--- config.mk ---
export PLATFORM = sky130hd
export DESIGN_NAME = bcd_down_counter
export DESIGN_NICKNAME = d
export VERILOG_FILES = /design/src/rtl/bcd_pkg.sv /design/src/rtl/bcd_down_digit.sv /design/src/rtl/bcd_down_counter.sv
export SDC_FILE = /design/constraint.sdc
export NUM_CORES = 1
export LEC_CHECK = 0
export ABC_CLOCK_PERIOD_IN_PS = 2200
export BUFFER_PORTS_ARGS = -buffer_cell sky130_fd_sc_hd__buf_2
export CORE_MARGIN = 1.5
export CORE_UTILIZATION = 40
export CTS_CLUSTER_DIAMETER = 50
export DETAILED_ROUTE_END_ITERATION = 12
export HOLD_SLACK_MARGIN = 0.1
export PLACE_DENSITY = 0.7
export SYNTH_ARGS = -nofsm -noshare
export SYNTH_HDL_FRONTEND = slang
export SYNTH_SLANG_ARGS = --single-unit
--- constraint.sdc ---
create_clock -name clk -period 2.2 [get_ports clk]
set_input_delay 0.11 -clock clk [delete_from_list [all_inputs] [get_ports clk]]
set_output_delay 0.11 -clock clk [all_outputs]
set_load 0.01 [all_outputs]
--- src/rtl/bcd_pkg.sv ---
// Shared definitions for the BCD down-counter slice.
//   BCD_W   : width of one BCD digit
//   BCD_MAX : largest legal BCD digit value
//   state_t : countdown FSM state encoding
//   clamp_bcd() : forces a non-BCD nibble (>9) to 9
package bcd_pkg;

    localparam int unsigned BCD_W   = 4;
    localparam logic [3:0]  BCD_MAX = 4'd9;

    typedef enum logic {
        IDLE = 1'b0,
        RUN  = 1'b1
    } state_t;

    function automatic logic [BCD_W-1:0] clamp_bcd(input logic [BCD_W-1:0] d);
        return (d > BCD_MAX) ? BCD_MAX : d;
    endfunction

endpackage

--- src/rtl/bcd_down_digit.sv ---
// Single BCD digit down-counter, one stage of the borrow cascade.
// Ports:
//   clk        : system clock
//   reset      : synchronous active-high reset, clears the digit
//   load       : captures load_digit (clamped to 9)
//   load_digit : value to load for this digit
//   borrow_in  : decrement request from the stage below (or the tick)
//   digit      : current digit value (registered)
//   is_zero    : digit == 0, feeds the borrow chain of higher digits
module bcd_down_digit
    import bcd_pkg::*;
(
    input  logic             clk,
    input  logic             reset,
    input  logic             load,
    input  logic [BCD_W-1:0] load_digit,
    input  logic             borrow_in,
    output logic [BCD_W-1:0] digit,
    output logic             is_zero
);

    always_ff @(posedge clk) begin
        if (reset) begin
            digit <= '0;
        end else if (load) begin
            digit <= clamp_bcd(load_digit);
        end else if (borrow_in) begin
            // Borrowing from a zero digit wraps it to 9.
            digit <= (digit == '0) ? BCD_MAX : digit - 4'd1;
        end
    end

    assign is_zero = (digit == '0);

endmodule

--- src/rtl/bcd_down_counter.sv ---
// Multi-digit BCD countdown timer.
// Loads a BCD value, decrements once per tick while running, stops at
// zero and pulses done for one cycle.
// Ports:
//   clk      : system clock
//   reset    : synchronous active-high reset
//   load     : capture load_val into count, return to IDLE
//   load_val : BCD load value, digit 0 at bits [3:0]
//   start    : begin/resume counting (ignored when count is zero)
//   stop     : pause counting
//   tick     : single-cycle count enable
//   count    : current BCD value
//   running  : high while in RUN
//   done     : one-cycle pulse after the count reaches zero
module bcd_down_counter
    import bcd_pkg::*;
#(
    parameter int unsigned DIGITS = 4
) (
    input  logic                    clk,
    input  logic                    reset,
    input  logic                    load,
    input  logic [BCD_W*DIGITS-1:0] load_val,
    input  logic                    start,
    input  logic                    stop,
    input  logic                    tick,
    output logic [BCD_W*DIGITS-1:0] count,
    output logic                    running,
    output logic                    done
);

    state_t           state;
    logic [BCD_W-1:0] digits [DIGITS];
    logic [DIGITS-1:0] is_zero;
    logic [DIGITS-1:0] borrow;
    logic             dec_en;
    logic             upper_zero;
    logic             count_is_one;
    logic             count_nonzero;

    // A tick only counts in RUN and when nothing of higher priority is active.
    assign dec_en = (state == RUN) && tick && !stop && !load && !reset;

    // Borrow ripples upward through every digit that is currently zero.
    always_comb begin
        borrow    = '0;
        borrow[0] = dec_en;
        for (int unsigned i = 1; i < DIGITS; i++) begin
            borrow[i] = borrow[i-1] & is_zero[i-1];
        end
    end

    always_comb begin
        upper_zero = 1'b1;
        for (int unsigned i = 1; i < DIGITS; i++) begin
            upper_zero = upper_zero & is_zero[i];
        end
    end

    // The decrement that reaches zero is the one applied to a count of 1.
    assign count_is_one  = upper_zero && (digits[0] == 4'd1);
    assign count_nonzero = !(&is_zero);

    for (genvar g = 0; g < DIGITS; g++) begin : g_digit
        bcd_down_digit u_digit (
            .clk        (clk),
            .reset      (reset),
            .load       (load),
            .load_digit (load_val[g*BCD_W +: BCD_W]),
            .borrow_in  (borrow[g]),
            .digit      (digits[g]),
            .is_zero    (is_zero[g])
        );
    end

    always_comb begin
        count = '0;
        for (int unsigned i = 0; i < DIGITS; i++) begin
            count[i*BCD_W +: BCD_W] = digits[i];
        end
    end

    always_ff @(posedge clk) begin
        if (reset) begin
            state   <= IDLE;
            running <= 1'b0;
            done    <= 1'b0;
        end else begin
            done <= 1'b0;
            if (load) begin
                state   <= IDLE;
                running <= 1'b0;
            end else begin
                case (state)
                    RUN: begin
                        if (stop) begin
                            state   <= IDLE;
                            running <= 1'b0;
                        end else if (tick && count_is_one) begin
                            state   <= IDLE;
                            running <= 1'b0;
                            done    <= 1'b1;
                        end
                    end
                    default: begin
                        if (start && !stop && count_nonzero) begin
                            state   <= RUN;
                            running <= 1'b1;
                        end
                    end
                endcase
            end
        end
    end

endmodule
==> results of run 1 <==
## registers in the layout, summed over array words and instances, names as in the netlist
name	count
g_digit.u_digit.digit	16
running	1
done	1
state	1
## final timing paths
check	to	slack (ns)	depth (start not counted)
max	g_digit[3].u_digit.digit[3]	0.04	4
min	g_digit[0].u_digit.digit[0]	0.1	3
max reg2reg	g_digit[3].u_digit.digit[3]	0.04	4
min reg2reg	running	0.54	2
## what timing repair did
action                                 4_1_cts  5_1_grt
resized for setup                            0        1
setup endpoints to repair                    0        2
endpoints found under the hold margin        9        0
hold buffers                                10        0
## placed cells by master (no fill, tap or decap), types with 2 or more instances in the layout
master and n:
a211oi_1 4, a21oi_1 8, a221oi_1 3, a311oi_1 2
buf_2 39, buf_4 5, clkbuf_4 3, dfxtp_1 17
dlygate4sd3_1 10, inv_1 6, mux2i_1 3, nand2_1 6
nand2b_1 2, nand3_1 5, nor2_1 17, nor3_1 3
nor4_1 4, o21a_1 3, o21ai_0 10, o21bai_1 2
or2_2 2, or3_1 6, or4_1 3, or4_4 2
xnor2_1 4, xor2_1 2
## per-stage QoR
step,setup slack (ns),instances
global route,0.000908,217
detailed placement,0.0750,203
global placement,0.122,203
floorplan,0.0176,136
CTS,0.0392,217
finish,0.0438,217
## worst max-delay path, cell delays in order, from the launching register on
cell	delay [ns]
dfxtp_1	0.36
or4_1	0.57
or4_4	0.58
or3_1	0.32
a311oi_1	0.24
## metal layers
layer	wire length [µm]	global-route usage	up-vias
met2	1490	0.391	50
met4	15	0.0292	0
li1	-	-	612
met5	0	0	-
met1	1290	0.237	574
met3	177	0.0301	2
## synth_stat cells, types with 3 or more instances
| master | number | area (µm²) |
|---|---|---|
| or3_1 | 6 | 37.5 |
| o21a_1 | 3 | 22.5 |
| nor3_1 | 3 | 15.0 |
| nand3_1 | 5 | 25.0 |
| or4_1 | 5 | 37.5 |
| nor4_1 | 5 | 31.3 |
| xnor2_1 | 4 | 35.0 |
| a221oi_1 | 3 | 26.3 |
| a211oi_1 | 4 | 30.0 |
| clkbuf_1 | 5 | 18.8 |
| mux2i_1 | 3 | 30.0 |
| o21ai_0 | 10 | 50.1 |
| dfxtp_1 | 19 | 380 |
| inv_1 | 6 | 22.5 |
| nand2_1 | 6 | 22.5 |
| a21oi_1 | 8 | 40.0 |
| nor2_1 | 17 | 63.8 |
## where the power goes
| part | switching, W | leakage, nW | total, W | internal (W) |
|---|---|---|---|---|
| Clock | 0.000108 | 0.0150 | 0.000178 | 0.0000704 |
| Combinational | 0.0000906 | 0.440 | 0.000178 | 0.0000873 |
| Sequential | 0.0000242 | 0.158 | 0.000388 | 0.000364 |
## final cells by class
| cell class | instances | area [µm²] |
|---|---|---|
| clock buffers | 4 | 26.3 |
| repair buffers | 54 | 333 |
| flip-flops and latches | 19 | 385 |
| multi-input cells | 104 | 657 |
| well taps | 30 | 37.5 |
| inverters | 6 | 22.5 |
| fillers | 229 | 1040 |
## cells by family (layout without fill, tap and decap cells)
family          Yosys count  after routing
mux                       3              3
xor+xnor                  6              6
flops                    19             19
buf+inv                  13             64
compound gates           39             39
simple gates             56             56
==> results.toml, run 1 <==
[drt]
viasPerCell = 5.71
drc = 0
vias = 1238
dr.pass1.iters = 4
wl_per_cell_um = 13.7
ant_nets = 0
finalWirelength_um = 2970
drt_iter0_markers = 26

[logic_synthesis]
synth-seq-cells = 19
synth_fa_ha_area_frac = 0
synth.mux.area_fraction = 0.0279
synth_xor_area_frac = 0.0489
synth_edf_count = 0
synth_nets = 158
yosysWarnings = 0
synth_compound_area_frac = 0.242
synth_area_per_cell_um2 = 7.90
synth_top_family_by_area = "simple AND/OR/NAND/NOR gates"
syn-cell-area_mm2 = 0.00107
synth.distinct_cells = 35
synth_flop_cell = "dfxtp_1"
synth.yosys.seq_area_share = 0.354
synth-async-reset-ratio = 0
synthCells = 136
synth-simple-area-share = 0.279

[floorplan]
coreArea_mm2 = 0.00250
initial_core_util = 0.430
row_count = 18
die_h_um = 54.8
die_area_mm2 = 0.00301
ioPinCount = 40
die_w_um = 54.8

[sta]
maxSlewHeadroom = 0.698
fin_crit_ns = 2.16
skew_ns = 0.00716
finalCritPeriodShare = 0.980
setup-tns-final_ns = 0
worst_slew_pin_slew_ns = 0.453
setup_viol = 0
worst_hold_slack_ns = 0.0993
fmax_mhz = 464
finalHoldViolations = 0
rsz0062_at_grt = "no"
slew_viol_final = 0

[clock_tree]
h-tree-depth = 1
post_cts_buffers = 0
clockRootBuffer = "clkbuf_4"
cts_buffer_depth = 2
cts_buffers = 3
clock_latency_ns = 0.29
cts.sinks = 19
cts_tree = "done"
path_clk_slew_ns = 0.11

[grt]
antenna_found_initial = 0
grt_pass1_wl_um = 4440
grt_max_degree = 17
overflow = 0
grt_pass1_vias = 1056
grt_usage = 0.203

[worst_hold_path]
hold_class = "in2reg"
hp-start = "load_val[0]"

[final_layout]
diodes = 0
finalNetCount = 210
final_layout_size_suffix_gt1_frac = 0.289
fin_util = 0.585
syn2layout_area_growth_pct = 36.0
fin_area_mm2 = 0.00146

[run]
maxCapViolCount = 0

[status]
status = "complete, no violations"

[placement]
gp_congestion = 0.802
placed_cell_area_mm2 = 0.00133
dp_hpwl_um = 2180
port_buffers = 39

[pwr]
power.total_w = 0.000744
ir_worst_vdd_mv = 0.345
cellLeakagePower_nw = 0.612
power_density_mw_per_mm2 = 509

[critical_path]
cp-start-kind = "register"
path_class = "reg2reg"
startpoint = "g_digit[1].u_digit.digit[2]"
worstReg2RegStart = "g_digit[1].u_digit.digit[2]"
crit_fanout = 7
arrival_ns = 2.36
worstPathRequired_ns = 2.41
endpoint_kind = "register"
No activity file was read; power rests on OpenSTA's default activity.
==> run 2, diff against run 1 <==
--- a/config.mk
+++ b/config.mk
@@ -6,7 +6,7 @@
 export NUM_CORES = 1
 export LEC_CHECK = 0
 export ABC_CLOCK_PERIOD_IN_PS = 2200
-export BUFFER_PORTS_ARGS = -buffer_cell sky130_fd_sc_hd__buf_2
+export BUFFER_PORTS_ARGS = -buffer_cell sky130_fd_sc_hd__clkbuf_2
 export CORE_MARGIN = 1.5
 export CORE_UTILIZATION = 40
 export CTS_CLUSTER_DIAMETER = 50
==> results.toml, run 2 (synthesized netlist as in run 1, its figures left out) <==
[critical_path]
critPathSlowestCell = "or4_1"
worstReg2RegStart = "g_digit[1].u_digit.digit[3]"
crit_fanout = 7
crit_path_max_incr_delay_ns = 0.56
crit_chain = "or4_1 > or4_4 > or3_1 > a311oi_1"
reg2reg_depth = 4
path_class = "reg2reg"
r2r_slack_ns = 0.07
endpoint_kind = "register"
cp-start-kind = "register"
arrival_ns = 2.35
worstPathRequired_ns = 2.42
worstReg2RegEnd = "g_digit[3].u_digit.digit[3]"

[floorplan]
die_w_um = 54.8
die_h_um = 54.8
ioPinCount = 40
coreArea_mm2 = 0.00250
row_count = 18
die_area_mm2 = 0.00301
initial_core_util = 0.430

[sta]
finalCritPeriodShare = 0.968
fin_crit_ns = 2.13
fmax_mhz = 470
setup-tns-final_ns = 0
setup_viol = 0
worst_hold_slack_ns = 0.116
skew_ns = 0.00484
maxSlewHeadroom = 0.689
worst_slew_pin_slew_ns = 0.463
slew_viol_final = 0
finalHoldViolations = 0
rsz0062_at_grt = "no"

[placement]
port_buffers = 39
gp_congestion = 0.804
placed_cells = 206
dp_hpwl_um = 2240

[worst_hold_path]
hold_class = "in2reg"
hold-path-cell-count = 3
hp-start = "load_val[2]"
holdPathEnd = "g_digit[0].u_digit.digit[2]"

[drt]
vias = 1246
finalWirelength_um = 3110
viasPerCell = 5.51
drt_iter0_markers = 31
dr.pass1.iters = 4
ant_nets = 0
drc = 0
wl_per_cell_um = 13.8

[clock_tree]
cts_tree = "done"
clock_latency_ns = 0.30
path_clk_slew_ns = 0.12
cts.sinks = 19
cts_buffers = 3
h-tree-depth = 1
clockRootBuffer = "clkbuf_4"
post_cts_buffers = 0
cts_buffer_depth = 2

[pwr]
power_density_mw_per_mm2 = 494
cellLeakagePower_nw = 0.651
ir_worst_vdd_mv = 0.449

[final_layout]
mostFrequentLayoutCells = "39 x clkbuf_2, 17 x nor2_1, 17 x dfxtp_1"
layoutNonFillerInstCount = 226
regMostFlops = "g_digit.u_digit.digit"
final_common_cell = "clkbuf_2"
syn2layout_area_growth_pct = 43.2
final_layout_size_suffix_gt1_frac = 0.291
largest_reg_flops = 16
n_fill_cell = 239
finalNetCount = 219
regArea_um2 = 385
diodes = 0
fin_util = 0.616
multi_input_area_um2 = 651

[run]
maxCapViolCount = 0

[status]
status = "complete, no violations"

[grt]
grt_max_degree = 17
grt_usage = 0.223
use_met1 = 0.267
busiest_layer = "met2"
grt_pass1_vias = 1117
grt_pass1_wl_um = 4730
globalRouteMet3Util = 0.0246
overflow = 0
antenna_found_initial = 0
use_met2 = 0.407
[run 2: changes by cell type in the layout (fill, tap and decap cells not counted), moves of 3 or more]
cell           previous run  this run
buf_2                    39         0
clkbuf_2                  0        39
dlygate4sd3_1            10        16
buf_4                     5         8
[run 2: per-stage QoR]
step	cell area, µm²	setup slack (ns)	total power [W]
6_report	1540	0.0701	0.000760
4_1_cts	1540	0.0690	0.000768
5_1_grt	1540	0.0352	0.000799
3_5_place_dp	1350	0.105	0.000562
2_1_floorplan	1100	0.0176	0.000490
3_3_place_gp	1350	0.158	0.000557
[run 2: what timing repair did]
item / CTS / global route
hold endpoints to repair: 13 / 0
resized for setup: 0 / 0
endpoints found under the setup margin: 0 / 0
hold buffers: 16 / 0
[run 2: report_power, final]
| part | internal [W] | switching, W |
|---|---|---|
| clock network | 0.0000677 | 0.000114 |
| registers | 0.000364 | 0.0000227 |
| logic | 0.0000978 | 0.0000947 |
| total | 0.000529 | 0.000231 |
[run 2: worst max path at each step]
stage	startpoint	endpoint	cells past startpoint
after floorplan	g_digit[1].u_digit.digit[2]	g_digit[3].u_digit.digit[3]	5
after global placement	g_digit[1].u_digit.digit[3]	g_digit[3].u_digit.digit[3]	4
after detailed placement	g_digit[1].u_digit.digit[3]	g_digit[3].u_digit.digit[3]	4
after CTS	g_digit[1].u_digit.digit[3]	g_digit[3].u_digit.digit[3]	4
after global routing	g_digit[1].u_digit.digit[3]	g_digit[3].u_digit.digit[3]	4
final	g_digit[1].u_digit.digit[3]	g_digit[3].u_digit.digit[3]	4
[run 2: layer usage]
metal,up-vias,part of all wire
li1,630,-
met1,576,0.43
met3,2,0.049
met4,0,0.0048
met5,-,0
met2,38,0.51
[run 2: final cells by class]
type / count / area share
well taps: 30 / 0.0244
inverters: 6 / 0.0146
clock inverters: 1 / 0.00325
repair buffers: 63 / 0.270
flip-flops and latches: 19 / 0.250
multi-input cells: 104 / 0.423
clock buffers: 3 / 0.0146
[run 2: worst max-delay path, delay by kind of cell (launching register included)]
kind,cells,cell delay (ns)
AND/OR/NAND/NOR,3,1.45
flip-flops,1,0.37
AO/OA/AOI/OAI,1,0.24
==> run 3, diff against run 2 <==
==> constraint.sdc (replaced) <==
create_clock -name clk -period 2.2 [get_ports clk]
set_input_delay 0.11 -clock clk [delete_from_list [all_inputs] [get_ports clk]]
set_output_delay 0.11 -clock clk [all_outputs]
set_load 0.1 [all_outputs]
==> results.toml, run 3 (synthesized netlist as in run 1, its figures left out) <==
[clock_tree]
cts_buffer_depth = 2
cts_buffers = 3
cts.sinks = 19
clockRootBuffer = "clkbuf_4"
cts_resized = 0
cts_tree = "done"
path_clk_slew_ns = 0.12
h-tree-depth = 1
clock_latency_ns = 0.30

[floorplan]
coreArea_mm2 = 0.00250
die_h_um = 54.8
ioPinCount = 40
die_w_um = 54.8
die_area_mm2 = 0.00301
row_count = 18
initial_core_util = 0.430

[worst_hold_path]
hold_class = "in2reg"
hold-path-cell-count = 3

[grt]
grt_pass1_wl_um = 4640
overflow = 0
grt_usage = 0.214
antenna_found_initial = 0
grt_pass1_vias = 1104
grt_max_degree = 17

[critical_path]
worstReg2RegStart = "g_digit[1].u_digit.digit[2]"
r2r_slack_ns = 0.07
arrival_ns = 2.38
endpoint_kind = "register"
crit_end = "g_digit[3].u_digit.digit[1]"
crit_fanout = 6
cp-start-kind = "register"
reg2reg_depth = 5
path_class = "reg2reg"
worstPathRequired_ns = 2.45
startpoint = "g_digit[1].u_digit.digit[2]"
worstReg2RegEnd = "g_digit[3].u_digit.digit[1]"

[drt]
vias = 1238
drc = 0
ant_nets = 0
viasPerCell = 5.55
drt_iter0_markers = 22
finalWirelength_um = 3080
dr.pass1.iters = 4
wl_per_cell_um = 13.8

[final_layout]
final_layout_size_suffix_gt1_frac = 0.347
final_common_cell = "clkbuf_2"
diodes = 0
finalNetCount = 216
regMostFlops = "g_digit.u_digit.digit"
largest_reg_flops = 16
fin_util = 0.619
mostFrequentLayoutCells = "39 x clkbuf_2, 17 x nor2_1, 14 x dlygate4sd3_1"
syn2layout_area_growth_pct = 44.0

[sta]
finalCritPeriodShare = 0.970
finalHoldViolations = 0
slew_viol_final = 0
worst_slew_pin_slew_ns = 0.547
rsz0062_at_grt = "yes"
setup_viol = 0
fmax_mhz = 469
skew_ns = 0.00609
setup-tns-final_ns = 0
fin_crit_ns = 2.13
maxSlewHeadroom = 0.637

[pwr]
cellLeakagePower_nw = 0.643
comb_power_share = 0.352
ir_worst_vdd_mv = 0.353
p_clk_frac = 0.208
internal_power_w = 0.000524
power.switching_w = 0.000361
switching_share = 0.408
power_density_mw_per_mm2 = 572
seqPwrFrac = 0.440

[placement]
dp_hpwl_um = 2130
port_buffers = 39
gp_congestion = 0.859

[run]
maxCapViolCount = 0

[status]
status = "complete, no violations"
==> run 3: cell type report <==
type	instances	area (µm²)
multi-input combinational	104	654
clock inverter	1	5.00
timing repair buffer	60	388
clock buffer	3	22.5
tap	30	37.5
sequential	19	418
fill	227	952
inverter	6	22.5
==> run 3: how the worst min path moves through the flow <==
stage                 startpoint                          end
floorplan            load_val[6]  g_digit[1].u_digit.digit[2]
finish              load_val[12]  g_digit[3].u_digit.digit[0]
detailed placement   load_val[6]  g_digit[1].u_digit.digit[2]
CTS                 load_val[12]  g_digit[3].u_digit.digit[0]
global placement     load_val[5]  g_digit[1].u_digit.digit[1]
global route        load_val[12]  g_digit[3].u_digit.digit[0]
==> run 3: power groups by stage <==
stage                     clock network [W]  registers [W]  logic (W)
after floorplan                           0       0.000527  0.0000903
after global placement                    0       0.000397   0.000280
after detailed placement                  0       0.000399   0.000281
after CTS                          0.000190       0.000391   0.000302
after global routing               0.000202       0.000393   0.000331
final                              0.000184       0.000389   0.000312
==> run 3: metal layers <==
layer | part of all wire | vias up | GRT usage
met4 | 0.021 | 0 | 0.108
met2 | 0.48 | 35 | 0.353
li1 | - | 622 | -
met5 | 0 | - | 0
met1 | 0.45 | 573 | 0.255
met3 | 0.043 | 8 | 0.0546
==> run 3: metrics by stage <==
stage	cells	hold slack, ns	setup slack, ns	total power [W]	cell area, µm²
2_1_floorplan	136	0.218	-0.0870	0.000617	1140
3_3_place_gp	202	0.327	0.110	0.000677	1360
3_5_place_dp	202	0.339	0.0658	0.000681	1360
4_1_cts	220	0.102	0.0510	0.000884	1530
5_1_grt	223	0.108	-0.00799	0.000925	1550
6_report	223	0.102	0.0665	0.000885	1550
==> run 3: critical path, stage by stage (launching register included) <==
cell	delay [ns]
dfxtp_4	0.38
or4_4	0.57
or4_4	0.52
buf_4	0.16
or3_1	0.37
nand3_1	0.08
==> run 3: what timing repair did <==
| action | CTS | global route |
|---|---|---|
| endpoints found under the hold margin | 13 | 0 |
| setup endpoints to repair | 0 | 2 |
| buffers inserted | 0 | 3 |
| hold buffers | 14 | 0 |
